<file path="src/rtl/riscv_pkg.sv">
// Shared RISC-V front-end definitions: fetch FSM states, the NOP encoding,
// the default reset vector, base opcodes and a word-alignment helper.
package riscv_pkg;

  typedef enum logic [1:0] {
    IDLE = 2'b00,
    REQ  = 2'b01,
    WAIT = 2'b10,
    HOLD = 2'b11
  } fetch_state_t;

  localparam logic [31:0] NOP_INSTR        = 32'h0000_0013;  // addi x0, x0, 0
  localparam logic [31:0] DEFAULT_RESET_PC = 32'h0000_0000;

  localparam logic [6:0] OPC_LOAD   = 7'h03;
  localparam logic [6:0] OPC_OP_IMM = 7'h13;
  localparam logic [6:0] OPC_AUIPC  = 7'h17;
  localparam logic [6:0] OPC_STORE  = 7'h23;
  localparam logic [6:0] OPC_OP     = 7'h33;
  localparam logic [6:0] OPC_LUI    = 7'h37;
  localparam logic [6:0] OPC_BRANCH = 7'h63;
  localparam logic [6:0] OPC_JALR   = 7'h67;
  localparam logic [6:0] OPC_JAL    = 7'h6F;
  localparam logic [6:0] OPC_SYSTEM = 7'h73;

  // Force an address onto a 4-byte boundary.
  function automatic logic [31:0] align_word(input logic [31:0] addr);
    return addr & 32'hFFFF_FFFC;
  endfunction

endpackage

</file>
<file path="src/rtl/fetch_buffer.sv">
// Fetch output register: holds one instruction, its address and address+4
// for decode, with a valid/ready handshake and a flush on redirect.
module fetch_buffer
  import riscv_pkg::*;
#(
  parameter logic [31:0] RESET_PC = DEFAULT_RESET_PC
) (
  input  logic        clk,
  input  logic        rst_n,
  input  logic        load,
  input  logic [31:0] load_instr,
  input  logic [31:0] load_pc,
  input  logic        flush,
  input  logic        ready,
  output logic        valid,
  output logic [31:0] instr,
  output logic [31:0] instr_pc,
  output logic [31:0] pc_plus_4,
  output logic [6:0]  op,
  output logic [2:0]  funct_3,
  output logic        funct_7_5,
  output logic        fire
);

  logic        valid_r;
  logic [31:0] instr_r;
  logic [31:0] instr_pc_r;
  logic [31:0] pc_plus_4_r;
  logic        fire_s;

  assign fire_s = valid_r & ready;

  // Capture a returned word, keep it stable until consumed, drop it on redirect.
  always_ff @(posedge clk or negedge rst_n) begin
    if (!rst_n) begin
      valid_r     <= 1'b0;
      instr_r     <= NOP_INSTR;
      instr_pc_r  <= RESET_PC;
      pc_plus_4_r <= RESET_PC + 32'd4;
    end else if (load) begin
      valid_r     <= 1'b1;
      instr_r     <= load_instr;
      instr_pc_r  <= load_pc;
      pc_plus_4_r <= load_pc + 32'd4;
    end else if (flush || fire_s) begin
      valid_r     <= 1'b0;
    end
  end

  assign valid     = valid_r;
  assign instr     = instr_r;
  assign instr_pc  = instr_pc_r;
  assign pc_plus_4 = pc_plus_4_r;
  assign op        = instr_r[6:0];
  assign funct_3   = instr_r[14:12];
  assign funct_7_5 = instr_r[30];
  assign fire      = fire_s;

endmodule

</file>
<file path="src/rtl/fetch_unit.sv">
// Instruction fetch unit: PC register and IDLE/REQ/WAIT/HOLD fetch FSM with a
// single outstanding memory request and redirect handling.
// Optional build macro FETCH_STATS_EN adds the FETCH_COUNT accepted-instruction counter.
module fetch_unit
  import riscv_pkg::*;
#(
  parameter logic [31:0] RESET_PC = DEFAULT_RESET_PC
) (
  input  logic        CLK,
  input  logic        RESET_N,
  output logic        IMEM_REQ,
  output logic [31:0] IMEM_ADDR,
  input  logic        IMEM_GNT,
  input  logic        IMEM_RVALID,
  input  logic [31:0] IMEM_RDATA,
  input  logic        PC_SRC,
  input  logic [31:0] PC_TARGET,
`ifdef FETCH_STATS_EN
  output logic [31:0] FETCH_COUNT,
`endif
  output logic        INSTR_VALID,
  input  logic        INSTR_READY,
  output logic [31:0] INSTR,
  output logic [31:0] INSTR_PC,
  output logic [31:0] PC_PLUS_4,
  output logic [6:0]  OP,
  output logic [2:0]  FUNCT_3,
  output logic        FUNCT_7_5
);

  fetch_state_t state_r, next_state_s;
  logic [31:0]  pc_r, next_pc_s;
  logic [31:0]  req_pc_r;
  logic         drop_r, next_drop_s;
  logic         imem_req_r;
  logic         load_s;
  logic         fire_s;

  // State, PC, drop flag, in-flight address and registered request strobe.
  always_ff @(posedge CLK or negedge RESET_N) begin
    if (!RESET_N) begin
      state_r    <= IDLE;
      pc_r       <= RESET_PC;
      drop_r     <= 1'b0;
      req_pc_r   <= RESET_PC;
      imem_req_r <= 1'b0;
    end else begin
      state_r    <= next_state_s;
      pc_r       <= next_pc_s;
      drop_r     <= next_drop_s;
      imem_req_r <= (next_state_s == REQ);
      if (state_r == REQ && IMEM_GNT) begin
        req_pc_r <= pc_r;
      end
    end
  end

  // Next-state logic; a redirect while a request is in flight marks its response stale.
  always_comb begin
    next_state_s = state_r;
    next_drop_s  = drop_r;
    load_s       = 1'b0;
    case (state_r)
      IDLE: begin
        next_state_s = REQ;
      end
      REQ: begin
        if (IMEM_GNT) begin
          next_state_s = WAIT;
          next_drop_s  = PC_SRC;
        end else begin
          next_state_s = REQ;
        end
      end
      WAIT: begin
        if (IMEM_RVALID) begin
          if (drop_r || PC_SRC) begin
            next_drop_s  = 1'b0;
            next_state_s = REQ;
          end else begin
            load_s       = 1'b1;
            next_state_s = HOLD;
          end
        end else if (PC_SRC) begin
          next_drop_s  = 1'b1;
        end else begin
          next_state_s = WAIT;
        end
      end
      HOLD: begin
        if (PC_SRC || fire_s) begin
          next_state_s = REQ;
        end else begin
          next_state_s = HOLD;
        end
      end
      default: begin
        next_state_s = IDLE;
        next_drop_s  = 1'b0;
      end
    endcase
  end

  // Next PC: redirect wins over the sequential increment taken on grant.
  always_comb begin
    next_pc_s = pc_r;
    if (PC_SRC) begin
      next_pc_s = align_word(PC_TARGET);
    end else if (state_r == REQ && IMEM_GNT) begin
      next_pc_s = pc_r + 32'd4;
    end else begin
      next_pc_s = pc_r;
    end
  end

  assign IMEM_REQ  = imem_req_r;
  assign IMEM_ADDR = pc_r;

  fetch_buffer #(.RESET_PC(RESET_PC)) u_buffer (
    .clk        (CLK),
    .rst_n      (RESET_N),
    .load       (load_s),
    .load_instr (IMEM_RDATA),
    .load_pc    (req_pc_r),
    .flush      (PC_SRC),
    .ready      (INSTR_READY),
    .valid      (INSTR_VALID),
    .instr      (INSTR),
    .instr_pc   (INSTR_PC),
    .pc_plus_4  (PC_PLUS_4),
    .op         (OP),
    .funct_3    (FUNCT_3),
    .funct_7_5  (FUNCT_7_5),
    .fire       (fire_s)
  );

`ifdef FETCH_STATS_EN
  logic [31:0] fetch_count_r;

  // Count instructions accepted by decode; wraps modulo 2^32.
  always_ff @(posedge CLK or negedge RESET_N) begin
    if (!RESET_N) begin
      fetch_count_r <= 32'd0;
    end else if (fire_s) begin
      fetch_count_r <= fetch_count_r + 32'd1;
    end
  end

  assign FETCH_COUNT = fetch_count_r;
`endif

endmodule

</file>
<file path="config.mk">
export PLATFORM = sky130hd
export DESIGN_NAME = fetch_unit
export DESIGN_NICKNAME = d
export VERILOG_FILES = /design/src/rtl/riscv_pkg.sv /design/src/rtl/fetch_buffer.sv /design/src/rtl/fetch_unit.sv
export SDC_FILE = /design/constraint.sdc
export NUM_CORES = 1
export LEC_CHECK = 0
export ABC_AREA = 0
export BUFFER_PORTS_ARGS = -buffer_cell sky130_fd_sc_hd__buf_2
export CAP_MARGIN = 40
export CORE_AREA = 2 2 122 124
export CTS_CLUSTER_SIZE = 10
export DETAILED_ROUTE_END_ITERATION = 10
export DIE_AREA = 0 0 124 126
export GPL_ROUTABILITY_DRIVEN = 0
export PLACE_DENSITY = 0.9
export SLEW_MARGIN = 20
export SYNTH_ARGS = -nofsm -noshare
export SYNTH_HDL_FRONTEND = slang
export SYNTH_HIERARCHICAL = 1
export SYNTH_SLANG_ARGS = --single-unit
</file>
<file path="constraint.sdc">
create_clock -name CLK -period 2.4 [get_ports CLK]
set_input_delay 0.36 -clock CLK [delete_from_list [all_inputs] [get_ports CLK]]
set_output_delay 0.36 -clock CLK [all_outputs]
set_load 0.01 [all_outputs]
</file>
# Word level (Yosys, flattened, before mapping)
# Index checks and enable logic that the tools add are counted.
# op_classes
eq_ne	7
n_mux	18
reduce_logical	8
addsub	2
n_bitwise	1
# op_table
operator	count
32-bit by 3-bit adder with 32-bit output (second input constant)	2
32-bit 2-to-1 mux	2
2-bit 2-to-1 mux	5
1-bit 2-to-1 mux	9
2-bit case mux with 4 select lines	1
3-bit != test (second input constant)	2
2-bit nonzero test	3
2-bit by 1-bit == test with 1-bit output (second input constant)	2
2-bit == test (second input constant)	2
4-bit AND reduction	1
2-bit zero test	1
1-bit logical OR	2
2-bit != test (second input constant)	1
1-bit case mux with 2 select lines	1
1-bit AND	1
1-bit logical AND	1
# totals
word_cells	45
register_bits	165
out_inout_bits	141
in_bits	70

# Logic depth before layout (Yosys ltp)
# Gate-level depths: netlist of the first run.
# logic_depth
word_depth	5
ltp_mapped	10
depth_no_buf	7

# By module
# The synthesis of the first run kept the hierarchy.
# modules_own_cells
module	n_inst	seq_area_each_um2	area_per_inst_um2	cells_per_inst
fetch_buffer	1	2382.3	4224.1	350
fetch_unit	1	1601.5	3115.5	359

# Least setup slack after synthesis of the first run
# OpenSTA, ideal clock, no wires.
# synth_path
kind	in2reg
start	input PC_SRC
end	register u_buffer.pc_plus_4_r[29] (netlist: u_buffer/pc_plus_4[29])
required_time_ps	2318
t_arrival_ps	2112
setup_slack_ps	206
setup_time_ps	82
path_buffers	5
stages	10
cell_sequence	clkbuf_1 clkbuf_1 nor2_1 nand2_1 nor3_1 clkbuf_1 clkbuf_1 buf_1 nor2_1 a31oi_1
# synth_via
elab_chain_cells	4
# synth_rtl
item	line_no	rtl
start: declaration	fetch_unit.sv:16	input logic PC_SRC,
1-bit logical OR	fetch_unit.sv:77	if (drop_r || PC_SRC) begin
1-bit 2-to-1 mux	fetch_unit.sv:77	
1-bit 2-to-1 mux	fetch_unit.sv:76	if (IMEM_RVALID) begin
1-bit 2-to-1 mux	fetch_unit.sv:63	case (state_r)
via load_s	fetch_unit.sv:36	logic load_s;
end signal: assignment	fetch_buffer.sv:39	pc_plus_4_r <= RESET_PC + 32'd4;
end signal: assignment	fetch_buffer.sv:44	pc_plus_4_r <= load_pc + 32'd4;
end: declaration	fetch_buffer.sv:28	logic [31:0] pc_plus_4_r;
# The timed path passes the listed nets, and every way through them passes these cells.
# A chain may end at the register's enable or synchronous reset.

# Worst setup path after layout of the first run
# layout_path
start	register pc_r[9] (netlist: IMEM_ADDR[9])
end	register pc_r[28] (netlist: IMEM_ADDR[28])
# layout_via
elab_chain_cells	3
# layout_rtl
item	line_no	rtl
start: declaration	fetch_unit.sv:32	logic [31:0] pc_r, next_pc_s;
start signal: assignment	fetch_unit.sv:49	pc_r <= next_pc_s;
32-bit by 3-bit adder with 32-bit output	fetch_unit.sv:110	next_pc_s = pc_r + 32'd4;
32-bit 2-to-1 mux	fetch_unit.sv:109	end else if (state_r == REQ && IMEM_GNT) begin
32-bit 2-to-1 mux	fetch_unit.sv:107	if (PC_SRC) begin
# No other way between the ends. The select of a mux whose other input is x is not followed.

==> metrics, run 1 <==
WP data required=roughly 2.8 ns; Die Width=between 100 and 150 um; Clock Latency Late Sink=roughly 0.42 ns; #FFs+latches synth=159; Synth Instances=709; commonest non-fill, non-tap cell in the layout=buf_2; Layout area overhead=24.07%; distinct cell type count after synthesis=51; CTS Buffer Depth=2; dpl cell area=8493 um^2; Num CTS Buffers=17; Finished Cell Area=9106 um^2; WL met3=1145 um; Critical Path AT=2.55 ns; post-route minimum period=2.207 ns; Layout Nets=973; Warnings, synthesis=6; clk sinks=159; slew of the pin with the lowest slew margin=0.6657 ns; Hold WC Path Type=in -> reg; core area=between 10000 and 15000 um^2; uppermost layer routed=met4; ANT nets after route=0; port bufs=206; Clock transition at path regs=0.06 ns; DRT Pass-1 Iters=5; Final setup viols=0; pins over their slew limit=0; RSZ-0062 raised after global routing=false; met2 wire len=8666 um; ant diodes=0; crit end category=register; Power Total=10760 uW; final wirelength=between 15000 and 20000 um; initial antenna violation count=0; kind of critical path=reg -> reg; Resized Gates After CTS=0; period utilization=between 90% and 100%; first-pass GRT wire length=28960 um; clock tree from TritonCTS=yes; share of cells above drive strength 1=36.32%; number of synthesized flops with an enable pin=0; Die ar.=approximately 16000 um^2; post-synthesis area per instance=10.35 um^2; # H-tree levels=4; Max Cap Violations=0; clock group share of total power=25.2%; Synth Cell Area=7340 um^2; FMAX=453.0 MHz; Sw Pwr=roughly 3800 uW; Synth Flop Type=dfrtp_1; die height=126 um; CP startpoint kind=register; PwrDens=1181 nW/um^2; most frequent cells in the layout=205 x buf_2, 155 x dfrtp_1, 116 x nand2_1; Final Skew=0.01348 ns; asr flop ratio synth=100.0%; Sw Share=35.60%; pre-CTS WS=0.2422 ns; Initial Utilization=between 50% and 60%; gr ovfl total=0; routed len/inst=16.60 um; VDD IR max=between 0.0005 and 0.0006 V; Hold Fails Final Rpt=0; vias per inst=5.508; Worst Setup Slack, final=0.1926 ns; # DRC=0; largest net degree at the start of global routing=approximately 120; I/O pin total=211; hold_ws=approximately 0.14 ns; vias in the first global route=5727; clock root cell=clkbuf_16; placed wire-length estimate=12950 um; Internal Power=6929 uW; Iter 0 DRT Violations=458; status=finished, final reports clean; Overall Global Routing Usage=23.92%; Combinational Power Share=31.1%; Slew headroom=55.21%; setup TNS=0 ns; leak pwr=0.004404 uW; Worst Path Max Fanout=17; sequential share of power=43.7%; via count=slightly above 6000; sequential area share after synthesis=a little over half; metal1 wirelength=8046 um; Rows=44
-- layout make-up --
type                    count  area (um^2)
well taps                 184        230.2
flip-flops and latches    159         3984
clock buffers              21        470.5
clock inverters            11        132.6
fillers                  1181         5207
multi-input cells         478         2998
inverters                  21        78.83
repair buffers            224         1212
-- worst max-delay path: stages, from the launching register on --
cell and delay, ns:
dfrtp_1 0.47, nand4_2 0.21, or4_1 0.58, buf_4 0.21, or4_1 0.49, a31oi_1 0.17
-- registers in the layout, indices dropped and copies added (netlist names) --
signal,count
IMEM_ADDR,30
IMEM_REQ,1
drop_r,1
req_pc_r,30
state_r,2
u_buffer/instr,32
u_buffer/instr_pc,32
u_buffer/pc_plus_4,30
u_buffer/valid,1
-- what timing repair did --
action,CTS,global route
hold buffers,1,0
endpoints found under the hold margin,36,0
setup buffers,0,0
-- cell families after synthesis --
logic type                 share of synthesized area [%]
and+or+nand+nor                                    18.80
DFF                                                54.28
AOI/OAI and AO/OA                                  9.155
buffers and inverters                              5.097
muxes                                              9.649
xor gates and xnor gates                           2.625
adders and majority gates                         0.3409
other                                            0.05109
-- power groups by stage --
stage / clock network, uW / logic [uW] / registers [uW]
6_report: 2710 / 3350 / 4700
5_1_grt: 2900 / 3700 / 4890
3_5_place_dp: 0 / 3350 / 4740
4_1_cts: 2760 / 3380 / 4700
2_1_floorplan: 0 / 1640 / 4940
3_3_place_gp: 0 / 3260 / 4650
-- metal layers --
metal | GRT usage [%] | vias to the layer above
met5 | 0 | -
met4 | 8.724 | 0
met3 | 5.344 | 25
met2 | 37.33 | 240
met1 | 32.90 | 2892
li1 | - | 2891
-- metrics by stage --
| stage | instances | utilization (%) |
|---|---|---|
| 2_1_floorplan | 712 | - |
| 3_5_place_dp | 1065 | 59.34 |
| 6_report | 1098 | 63.62 |
| 5_1_grt | 1098 | 63.62 |
| 4_1_cts | 1098 | 63.62 |
| 3_3_place_gp | 1065 | 59.34 |
-- cell usage after synthesis (2+ instances only) --
master,n,share of area (%)
mux2_2,62,9.5
nand4_2,3,0.51
a2bb2oi_1,2,0.24
or3_1,10,0.85
buf_2,6,0.41
inv_1,20,1.0
nand2_1,116,5.9
a21oi_1,17,1.2
o31ai_1,10,1.0
and3_1,7,0.60
and2_1,2,0.17
xnor2_1,11,1.3
nand4b_1,4,0.48
o21ai_0,36,2.5
a31oi_1,23,2.0
nand3_1,22,1.5
nand3_2,2,0.27
nand4_1,20,1.7
xor2_1,11,1.3
nor3_1,13,0.89
buf_6,2,0.31
ha_1,2,0.34
nor4_1,5,0.43
nor2_1,47,2.4
a211oi_1,2,0.20
dfrtp_1,155,53
or4_1,15,1.5
dfstp_2,4,1.4
o211ai_1,5,0.51
and4_1,3,0.36
buf_1,6,0.31
clkbuf_1,23,1.2
o41ai_1,3,0.36
a311o_1,3,0.41
buf_4,16,1.6
a211o_1,4,0.48
and4b_1,2,0.27
or2_2,2,0.17
-- worst paths after layout --
check / from / endpoint / slack [ns] / depth (start not counted)
setup / recovery: IMEM_ADDR[9] / IMEM_ADDR[28] / 0.19 / 5
hold / removal: PC_TARGET[7] / IMEM_ADDR[7] / 0.14 / 3
setup reg to reg: IMEM_ADDR[9] / IMEM_ADDR[28] / 0.19 / 5
hold reg to reg: u_buffer/pc_plus_4[2] / u_buffer/pc_plus_4[2] / 0.50 / 2
max in group asynchronous: RESET_N / u_buffer/instr[4] / 1.32 / 3
min in group asynchronous: RESET_N / IMEM_ADDR[20] / 0.42 / 2
No activity file was read; power rests on OpenSTA's default activity.
==> run 2, diff against run 1 <==
- RECOVER_POWER: unset -> 50
==> run 2 against run 1 <==
Net effect: critical path depth is the same; wire length grew 0.77%; die area is the same; highest routed layer unchanged; flip-flop and latch count is the same; design area shrank 1.3%; hold slack lost 0.00058 ns; maximum frequency is essentially flat; total power shrank 1.2%; critical endpoint unchanged.
==> metrics, run 2 (synthesis gave the netlist of run 1 again) <==
slew of the pin with the lowest slew margin=0.9860 ns; first-pass GRT wire length=28960 um; Hold WC Path Type=in -> reg; period utilization=between 90% and 100%; Clock transition at path regs=approximately 0.060 ns; Slew headroom=34.27%; Layout Nets=973; final wirelength=18370 um; FMAX=453.0 MHz; Overall Global Routing Usage=23.92%; Initial Utilization=51.28%; vias in the first global route=5727; CTS Buffer Depth=2; hold_ws=roughly 0.14 ns; Worst Path Max Fanout=17; Hold Fails Final Rpt=0; post-route minimum period=~2.2 ns; gr ovfl total=0; via count=6091; largest net degree at the start of global routing=118; Sw Share=36.27%; CP startpoint kind=register; placed wire-length estimate=between 10000 and 15000 um; clock group share of total power=between 20% and 30%; WP data required=2.74 ns; I/O pin total=211; Iter 0 DRT Violations=approximately 440; Max Cap Violations=0; Num CTS Buffers=17; # H-tree levels=4; die height=126 um; clk sinks=159; kind of critical path=reg -> reg; routed len/inst=16.73 um; clock tree from TritonCTS=yes; setup TNS=0 ns; most frequent cells in the layout=155 x dfrtp_1, 138 x buf_2, 116 x nand2_1; VDD IR max=slightly above 0.0005 V; pins over their slew limit=0; core area=~14000 um^2; PwrDens=~1200 nW/um^2; port bufs=206; Rows=44; Critical Path AT=2.55 ns; Die ar.=15620 um^2; Setup Fix Bufs, Post-CTS=0; vias per inst=5.547; Sw Pwr=3856 uW; placed insts=1065; initial antenna violation count=0; # DRC=0; Final setup viols=0; Clock Latency Late Sink=between 0.4 and 0.5 ns; Final Skew=0.01714 ns; status=finished, final reports clean; commonest non-fill, non-tap cell in the layout=dfrtp_1; crit end category=register; fin cells=about 1100; share of cells above drive strength 1=28.99%; clock root cell=clkbuf_16; Internal Power=between 6000 and 7000 uW; Combinational Power Share=30.1%; DRT Pass-1 Iters=6; sequential share of power=between 40% and 50%; ant diodes=0; RSZ-0062 raised after global routing=false; ANT nets after route=0; Layout area overhead=22.47%; Die Width=124 um; leak pwr=0.004165 uW
## run 2: final timing paths
check / start / end / slack (ns) / cells after the start
worst max-delay path: IMEM_ADDR[9] / IMEM_ADDR[28] / 0.19 / 5
worst min-delay path: PC_TARGET[7] / IMEM_ADDR[7] / 0.14 / 3
worst max register to register: IMEM_ADDR[9] / IMEM_ADDR[28] / 0.19 / 5
worst min register to register: u_buffer/pc_plus_4[2] / u_buffer/pc_plus_4[2] / 0.50 / 2
max in group asynchronous: RESET_N / u_buffer/instr_pc[16] / 0.45 / 3
min in group asynchronous: RESET_N / IMEM_ADDR[22] / 0.64 / 2
## run 2: cell type report
type / instances / area [um^2]
clock buffer: 21 / 470.5
inverter: 21 / 78.83
clock inverter: 11 / 132.6
sequential: 159 / 3984
tap: 184 / 230.2
fill: 1220 / 5325
multi-input combinational: 478 / 2998
timing repair buffer: 224 / 1095
## run 2: power groups by stage
stage	registers (uW)	logic, uW	clock network [uW]
4_1_cts	4700	3380	2760
3_5_place_dp	4740	3350	0
2_1_floorplan	4940	1640	0
5_1_grt	4910	3550	2900
6_report	4720	3200	2710
3_3_place_gp	4650	3260	0
## run 2: per-layer routing
layer | track usage [%] | wire length (um) | vias up
met5 | 0 | 0 | -
met4 | 8.724 | 397 | 0
met3 | 5.344 | 1213 | 29
met2 | 37.33 | 8786 | 251
met1 | 32.90 | 7975 | 2912
li1 | - | - | 2899
## run 2: metrics by stage
stage	instance area (um^2)	power, uW	utilization (%)	worst slack (ns)
2_1_floorplan	7351	6583	-	0.2060
3_3_place_gp	8493	7910	59.34	0.3313
3_5_place_dp	8493	8085	59.34	0.2422
4_1_cts	9106	10840	63.62	0.2115
5_1_grt	8989	11360	62.80	0.09998
6_report	8989	10630	62.80	0.1924
## run 2: worst max-delay path, cell delays in order, from the launching register on
cell     delay, ns
dfrtp_1       0.47
nand4_2       0.21
or4_1         0.58
buf_4         0.21
or4_1         0.49
a31oi_1       0.17
## run 2: what timing repair did
item	4_1_cts	5_1_grt
gates resized for setup	0	0
hold buffers	1	0
hold endpoints to repair	36	0
endpoints found under the setup margin	0	0
